$ cat config.mk
export PLATFORM = sky130hd
export DESIGN_NAME = move_scheduler
export DESIGN_NICKNAME = d
export VERILOG_FILES = /design/src/rtl/tetris_pkg.sv /design/src/rtl/btn_repeat.sv /design/src/rtl/move_scheduler.sv
export SDC_FILE = /design/constraint.sdc
export NUM_CORES = 1
export LEC_CHECK = 0
export CORE_MARGIN = 4
export CORE_UTILIZATION = 51
export DETAILED_ROUTE_END_ITERATION = 7
export PLACE_DENSITY = 0.78
export SYNTH_ARGS = -nofsm -noshare
export SYNTH_HDL_FRONTEND = slang
export SYNTH_HIERARCHICAL = 1
export SYNTH_SLANG_ARGS = --single-unit
$ cat constraint.sdc
create_clock -name clk -period 1.7 [get_ports clk]
set_input_delay 0.17 -clock clk [delete_from_list [all_inputs] [get_ports clk]]
set_output_delay 0.17 -clock clk [all_outputs]
set_load 0.01 [all_outputs]
$ cat src/rtl/tetris_pkg.sv
// Shared types for the falling-block game: move encoding, scheduler states,
// request slot indices (in arbitration priority order) and arbitration helpers.
package tetris_pkg;

    typedef enum logic [2:0] {
        RIGHT = 3'd0,
        LEFT  = 3'd1,
        ROR   = 3'd2,
        ROL   = 3'd3,
        DOWN  = 3'd4
    } move_t;

    typedef enum logic [1:0] {
        S_IDLE  = 2'd0,
        S_ARB   = 2'd1,
        S_ISSUE = 2'd2
    } sched_state_t;

    // Lower index wins arbitration.
    localparam int unsigned NUM_REQ   = 6;
    localparam int unsigned REQ_GRAV  = 0;
    localparam int unsigned REQ_ROR   = 1;
    localparam int unsigned REQ_ROL   = 2;
    localparam int unsigned REQ_LEFT  = 3;
    localparam int unsigned REQ_RIGHT = 4;
    localparam int unsigned REQ_UDOWN = 5;

    // Isolate the lowest set bit, i.e. the highest-priority pending request.
    function automatic logic [NUM_REQ-1:0] first_set(input logic [NUM_REQ-1:0] v);
        return v & (~v + NUM_REQ'(1));
    endfunction

    // Map a one-hot winner to its move; both gravity and user DOWN map to DOWN.
    function automatic move_t req_to_move(input logic [NUM_REQ-1:0] win);
        move_t m;
        if (win[REQ_ROR]) begin
            m = ROR;
        end else if (win[REQ_ROL]) begin
            m = ROL;
        end else if (win[REQ_LEFT]) begin
            m = LEFT;
        end else if (win[REQ_RIGHT]) begin
            m = RIGHT;
        end else begin
            m = DOWN;
        end
        return m;
    endfunction

endpackage

$ cat src/rtl/btn_repeat.sv
// Per-button request generator: one-cycle pulse on a rising edge, plus optional
// auto-repeat pulses after DAS_DELAY held cycles and every DAS_RATE cycles thereafter.
module btn_repeat #(
    parameter int unsigned DAS_DELAY = 8,
    parameter int unsigned DAS_RATE  = 2,
    parameter bit          REPEAT    = 1'b0
) (
    input  logic clk,
    input  logic nrst,
    input  logic btn,
    output logic req
);

    logic prev_r;
    logic edge_s;
    logic rpt_s;

    assign edge_s = btn & ~prev_r;
    assign req    = edge_s | rpt_s;

    // Edge history of the button level.
    always_ff @(posedge clk) begin
        if (!nrst) begin
            prev_r <= 1'b0;
        end else begin
            prev_r <= btn;
        end
    end

    // Repeat logic exists only when requested and the timing is sensible.
    if (REPEAT && (DAS_DELAY >= 2) && (DAS_RATE >= 1) && (DAS_RATE <= DAS_DELAY)) begin : g_rpt
        localparam int unsigned HW = $clog2(DAS_DELAY + 1);
        // hold_r equals the index of the current held cycle (edge cycle is 0).
        logic [HW-1:0] hold_r;

        assign rpt_s = btn & prev_r & (hold_r == HW'(DAS_DELAY - 1));

        // Held-cycle counter; reloading on a repeat spaces the next one DAS_RATE later.
        always_ff @(posedge clk) begin
            if (!nrst) begin
                hold_r <= {HW{1'b0}};
            end else if (!btn) begin
                hold_r <= {HW{1'b0}};
            end else if (!prev_r) begin
                hold_r <= HW'(1);
            end else if (rpt_s) begin
                hold_r <= HW'(DAS_DELAY - DAS_RATE);
            end else begin
                hold_r <= hold_r + HW'(1);
            end
        end
    end else begin : g_edge_only
        assign rpt_s = 1'b0;
    end

endmodule

$ cat src/rtl/move_scheduler.sv
// Move scheduler: turns button edges and the gravity timer into a ready/valid move stream.
// Build option: define AUTO_REPEAT_EN to auto-repeat held LEFT, RIGHT and DOWN buttons.
module move_scheduler
    import tetris_pkg::*;
#(
    parameter int unsigned CNT_W       = 24,
    parameter int unsigned DROP_PERIOD = 1_000_000,
    parameter int unsigned DAS_DELAY   = 8,
    parameter int unsigned DAS_RATE    = 2
) (
    input  logic  clk,
    input  logic  nrst,
    input  logic  en,
    input  logic  btn_right,
    input  logic  btn_left,
    input  logic  btn_ror,
    input  logic  btn_rol,
    input  logic  btn_down,
    output logic  mv_valid,
    output move_t mv,
    output logic  mv_src,
    input  logic  mv_ready
);

`ifdef AUTO_REPEAT_EN
    localparam bit RPT_EN = 1'b1;
`else
    localparam bit RPT_EN = 1'b0;
`endif

    sched_state_t       state_r;
    sched_state_t       state_next_s;
    logic [NUM_REQ-1:0] req_s;
    logic [NUM_REQ-1:0] pend_r;
    logic [NUM_REQ-1:0] pend_next_s;
    logic [NUM_REQ-1:0] pend_clr_s;
    logic [NUM_REQ-1:0] grav_kill_s;
    logic [NUM_REQ-1:0] win_s;
    logic [CNT_W-1:0]   grav_cnt_r;
    logic [CNT_W-1:0]   grav_cnt_next_s;
    logic               tick_s;
    logic               xfer_s;
    logic               udown_acc_s;
    move_t              mv_next_s;
    logic               src_next_s;

    btn_repeat #(.DAS_DELAY(DAS_DELAY), .DAS_RATE(DAS_RATE), .REPEAT(1'b0)) u_ror (
        .clk(clk), .nrst(nrst), .btn(btn_ror), .req(req_s[REQ_ROR])
    );
    btn_repeat #(.DAS_DELAY(DAS_DELAY), .DAS_RATE(DAS_RATE), .REPEAT(1'b0)) u_rol (
        .clk(clk), .nrst(nrst), .btn(btn_rol), .req(req_s[REQ_ROL])
    );
    btn_repeat #(.DAS_DELAY(DAS_DELAY), .DAS_RATE(DAS_RATE), .REPEAT(RPT_EN)) u_left (
        .clk(clk), .nrst(nrst), .btn(btn_left), .req(req_s[REQ_LEFT])
    );
    btn_repeat #(.DAS_DELAY(DAS_DELAY), .DAS_RATE(DAS_RATE), .REPEAT(RPT_EN)) u_right (
        .clk(clk), .nrst(nrst), .btn(btn_right), .req(req_s[REQ_RIGHT])
    );
    btn_repeat #(.DAS_DELAY(DAS_DELAY), .DAS_RATE(DAS_RATE), .REPEAT(RPT_EN)) u_down (
        .clk(clk), .nrst(nrst), .btn(btn_down), .req(req_s[REQ_UDOWN])
    );

    assign tick_s          = (grav_cnt_r == CNT_W'(DROP_PERIOD - 1));
    assign req_s[REQ_GRAV] = tick_s;
    assign xfer_s          = mv_valid & mv_ready;
    assign udown_acc_s     = xfer_s & (mv == DOWN) & ~mv_src;
    assign win_s           = first_set(pend_r);

    // Pending flags and gravity timer; an accepted user DOWN restarts the drop interval.
    always_comb begin
        grav_kill_s = {{(NUM_REQ-1){1'b0}}, udown_acc_s};
        pend_next_s = ((pend_r & ~pend_clr_s) | req_s) & ~grav_kill_s;
        if (tick_s || udown_acc_s) begin
            grav_cnt_next_s = {CNT_W{1'b0}};
        end else begin
            grav_cnt_next_s = grav_cnt_r + CNT_W'(1);
        end
    end

    // Next-state and winner selection.
    always_comb begin
        state_next_s = state_r;
        mv_next_s    = mv;
        src_next_s   = mv_src;
        pend_clr_s   = {NUM_REQ{1'b0}};
        case (state_r)
            S_IDLE: begin
                if (en) begin
                    state_next_s = S_ARB;
                end else begin
                    state_next_s = S_IDLE;
                end
            end
            S_ARB: begin
                if (!en) begin
                    state_next_s = S_IDLE;
                end else if (|pend_r) begin
                    state_next_s = S_ISSUE;
                    mv_next_s    = req_to_move(win_s);
                    src_next_s   = win_s[REQ_GRAV];
                    pend_clr_s   = win_s;
                end else begin
                    state_next_s = S_ARB;
                end
            end
            S_ISSUE: begin
                // A valid is never withdrawn; a low en only takes effect after transfer.
                if (xfer_s) begin
                    if (en) begin
                        state_next_s = S_ARB;
                    end else begin
                        state_next_s = S_IDLE;
                    end
                end else begin
                    state_next_s = S_ISSUE;
                end
            end
            default: begin
                state_next_s = S_IDLE;
            end
        endcase
    end

    // State, output and bookkeeping registers; IDLE holds the timer and flags at zero.
    always_ff @(posedge clk) begin
        if (!nrst) begin
            state_r    <= S_IDLE;
            pend_r     <= {NUM_REQ{1'b0}};
            grav_cnt_r <= {CNT_W{1'b0}};
            mv_valid   <= 1'b0;
            mv         <= RIGHT;
            mv_src     <= 1'b0;
        end else begin
            state_r  <= state_next_s;
            mv_valid <= (state_next_s == S_ISSUE);
            mv       <= mv_next_s;
            mv_src   <= src_next_s;
            if (state_r == S_IDLE) begin
                pend_r     <= {NUM_REQ{1'b0}};
                grav_cnt_r <= {CNT_W{1'b0}};
            end else begin
                pend_r     <= pend_next_s;
                grav_cnt_r <= grav_cnt_next_s;
            end
        end
    end

endmodule

==> results.sh <==
export IMPL_synth_area_leaders="dfxtp_1, xnor2_1, nor2_1"
export IMPL_wl_um=3790
export IMPL_initial_utilization_pct=53.7
export IMPL_cp_start_kind="flip-flop"
export IMPL_hold_violations=0
export IMPL_clk_latency_ns=0.36
export IMPL_synth_xor_area_share_pct=6.73
export IMPL_clock_sinks=42
export IMPL_hold_path_class="input pin to flip-flop"
export IMPL_via_per_inst=5.33
export IMPL_antenna_cells=0
export IMPL_clk_pin_slew_worst_paths_ns=0.12
export IMPL_ys_ff_latch=42
export IMPL_holdBufCountCts=0
export IMPL_slew_headroom_pct=73.3
export IMPL_tightest_slew_ns=0.395
export IMPL_drtPass1Iterations=4
export IMPL_slew_viol_final=0
export IMPL_final_core_util_pct=69.4
export IMPL_synth_seq_area_share_pct=46.2
export IMPL_rrSetupSlack_ns=-0.006
export IMPL_synth_edf_count=0
export IMPL_yosys_top_cells_count="dfxtp_1, nor2_1, a21oi_1, o21ai_0, xnor2_1"
export IMPL_critPathKind="flip-flop to flip-flop"
export IMPL_dp_cells=279
export IMPL_synth_most_common_cell="dfxtp_1"
export IMPL_synth_top_area_cell="dfxtp_1"
export IMPL_synth_compound_area_share_pct=12.9
export IMPL_post_layout_nonfiller_instances=289
export IMPL_core_area_um2=3390
export IMPL_end_kind="flip-flop"
export IMPL_synthAdderAreaFrac_pct=0.687
export IMPL_netlist_instances=200
export IMPL_yosys_warnings=6
export IMPL_hold_depth=2
export IMPL_antenna_found_initial=0
export IMPL_wire_per_inst_um=13.1
export IMPL_setup_ws_ns=-0.00626
export IMPL_grt_pass1_vias=1445
export IMPL_crit_start="grav_cnt_r[12]"
export IMPL_fin_area_um2=2350
export IMPL_grt_total_usage_pct=19.0
export IMPL_vias=1540
export IMPL_io_pins=14
export IMPL_synth_simple_area_share_pct=30.2
export IMPL_synth_top_family_by_area="simple AND/OR/NAND/NOR gates"
export IMPL_io_buffers=13
export IMPL_die_w_um=67.8
export IMPL_htree_levels=2
export IMPL_r2r_cells=4
export IMPL_timing_rr_end="grav_cnt_r[22]"
export IMPL_setup_viol=2
export IMPL_grt_max_degree=14
export IMPL_status="finished with violations"
export IMPL_ant_nets=0
export IMPL_synth_area_um2=1820
export IMPL_synthFlopType="dfxtp_1"
export IMPL_timing_rr_start="grav_cnt_r[12]"
export IMPL_crit_fanout=7
export IMPL_max_cap_violations=0
export IMPL_fin_nets=252
export IMPL_leakagePower_nw=0.796
export IMPL_ctsRootBufferMaster="clkbuf_4"
export IMPL_synth_top_cell_area_share_pct=46.2
export IMPL_fin_skew_ns=0.0111
export IMPL_required_ns=2.01
export IMPL_hp_start="btn_left"
export IMPL_syn_avg_cell_area_um2=9.11
export IMPL_muxShareOfSynthArea_pct=0.549
export IMPL_cellPowerDensity_nw_per_um2=687
export IMPL_grt_ovfl_total=0
export IMPL_vdd_drop_max_mv=0.386
export IMPL_area_delta_synth_final_pct=29.1
export IMPL_hpwl_um=2690
export IMPL_drive_above_1_share_pct=29.2
export IMPL_cp_arrival_ns=2.02
export IMPL_fmax_ghz=0.586
export IMPL_cts_made_buffers=5
export IMPL_holdPathEnd="u_left/prev_r"
export IMPL_die_y_um=67.8
export IMPL_num_rows=21
export IMPL_drcViolationCount=0
export IMPL_finalCriticalPeriod_ns=1.71
export IMPL_gp_congestion=0.824
export IMPL_dieArea_um2=4590
export IMPL_async_reset_ff_share_pct=0
export IMPL_grt_pass1_wl_um=6400
export IMPL_cts_tree="yes"
export IMPL_yosys_cell_types_count=39
export IMPL_dpl_worst_slack_ns=-0.0585
export IMPL_post_route_period_util_pct=100
export IMPL_place_area_um2=2220
export IMPL_synth_net_count=210
export IMPL_violations="setup timing"
export IMPL_clockBufferDepth=2
export IMPL_grt_setup_unrepaired="yes"
export IMPL_drtIter0Drc=70
export IMPL_finalSetupTns_ns=-0.0112
-- registers in the layout, indices dropped and copies added, names as in the netlist --
name            flops
u_rol/prev_r        1
pend_r              6
state_r             2
u_down/prev_r       1
u_ror/prev_r        1
mv                  3
grav_cnt_r         24
u_left/prev_r       1
mv_src              1
mv_valid            1
u_right/prev_r      1
-- cell type report --
class | instances | area, um2
Tap cell | 46 | 57.6
Timing Repair Buffer | 40 | 337
Fill cell | 271 | 1040
Multi-Input combinational cell | 146 | 1000
Sequential cell | 42 | 876
Inverter | 7 | 26.3
Clock buffer | 6 | 41.3
Clock inverter | 2 | 13.8
-- worst max-delay path, stage by stage, from the launching register on --
cell     delay (ns)
dfxtp_4        0.39
nand4_1        0.16
or4_4          0.63
or3_4          0.35
a21oi_2        0.13
-- cell usage in the layout (no fill, tap or decap), types with 3 or more instances in the layout --
master and n:
clkbuf_4 5, nand3b_1 3, dfxtp_2 10, dfxtp_4 6, a21boi_0 3, a21oi_1 10
xnor2_1 12, inv_1 7, nand3_1 6, buf_4 26, nand2_1 10, nor4_1 6
nand4_1 7, a21oi_2 4, and2_1 7, nor2b_4 5, dfxtp_1 26, or3_1 6
nor2_1 23, clkdlybuf4s50_1 13, nor3_1 4, o21ai_0 12
-- cells by family after synthesis --
group / after synthesis
AOI/OAI and AO/OA: 37
xor gates and xnor gates: 14
adders and majority gates: 1
buffers and inverters: 12
DFF: 42
muxes: 1
and+or+nand+nor: 93
-- power by group --
group / internal [mW] / switching (mW)
registers: 0.992 / 0.0158
clock network: 0.163 / 0.324
logic: 0.0697 / 0.0507
-- layer usage --
metal	vias up	GRT usage, %	wire length (um)
li1	799	-	-
met1	711	22.2	1760
met2	24	30.9	1830
met3	6	6.32	134
met4	0	9.11	72
met5	-	0	0
-- repair_timing --
item,in CTS,in global routing
resized for setup,4,19
pin swaps,2,5
buffers inserted,1,1
endpoints found under the setup margin,23,23
-- per-stage QoR --
step | power, mW | hold slack, ns
after floorplan | 1.10 | 0.292
after global placement | 1.16 | 0.446
after detailed placement | 1.16 | 0.458
after CTS | 1.64 | 0.371
after global routing | 1.71 | 0.365
final | 1.61 | 0.387
-- worst max path at each step --
| stage | endpoint | slack, ns | cells past startpoint |
|---|---|---|---|
| final | grav_cnt_r[22] | -0.006 | 4 |
| after detailed placement | grav_cnt_r[23] | -0.06 | 4 |
| after CTS | grav_cnt_r[21] | 0.0003 | 4 |
| after global placement | grav_cnt_r[2] | -0.05 | 5 |
| after global routing | grav_cnt_r[20] | -0.09 | 4 |
| after floorplan | grav_cnt_r[21] | 0.004 | 5 |
Power figures use the tool's default switching activity.
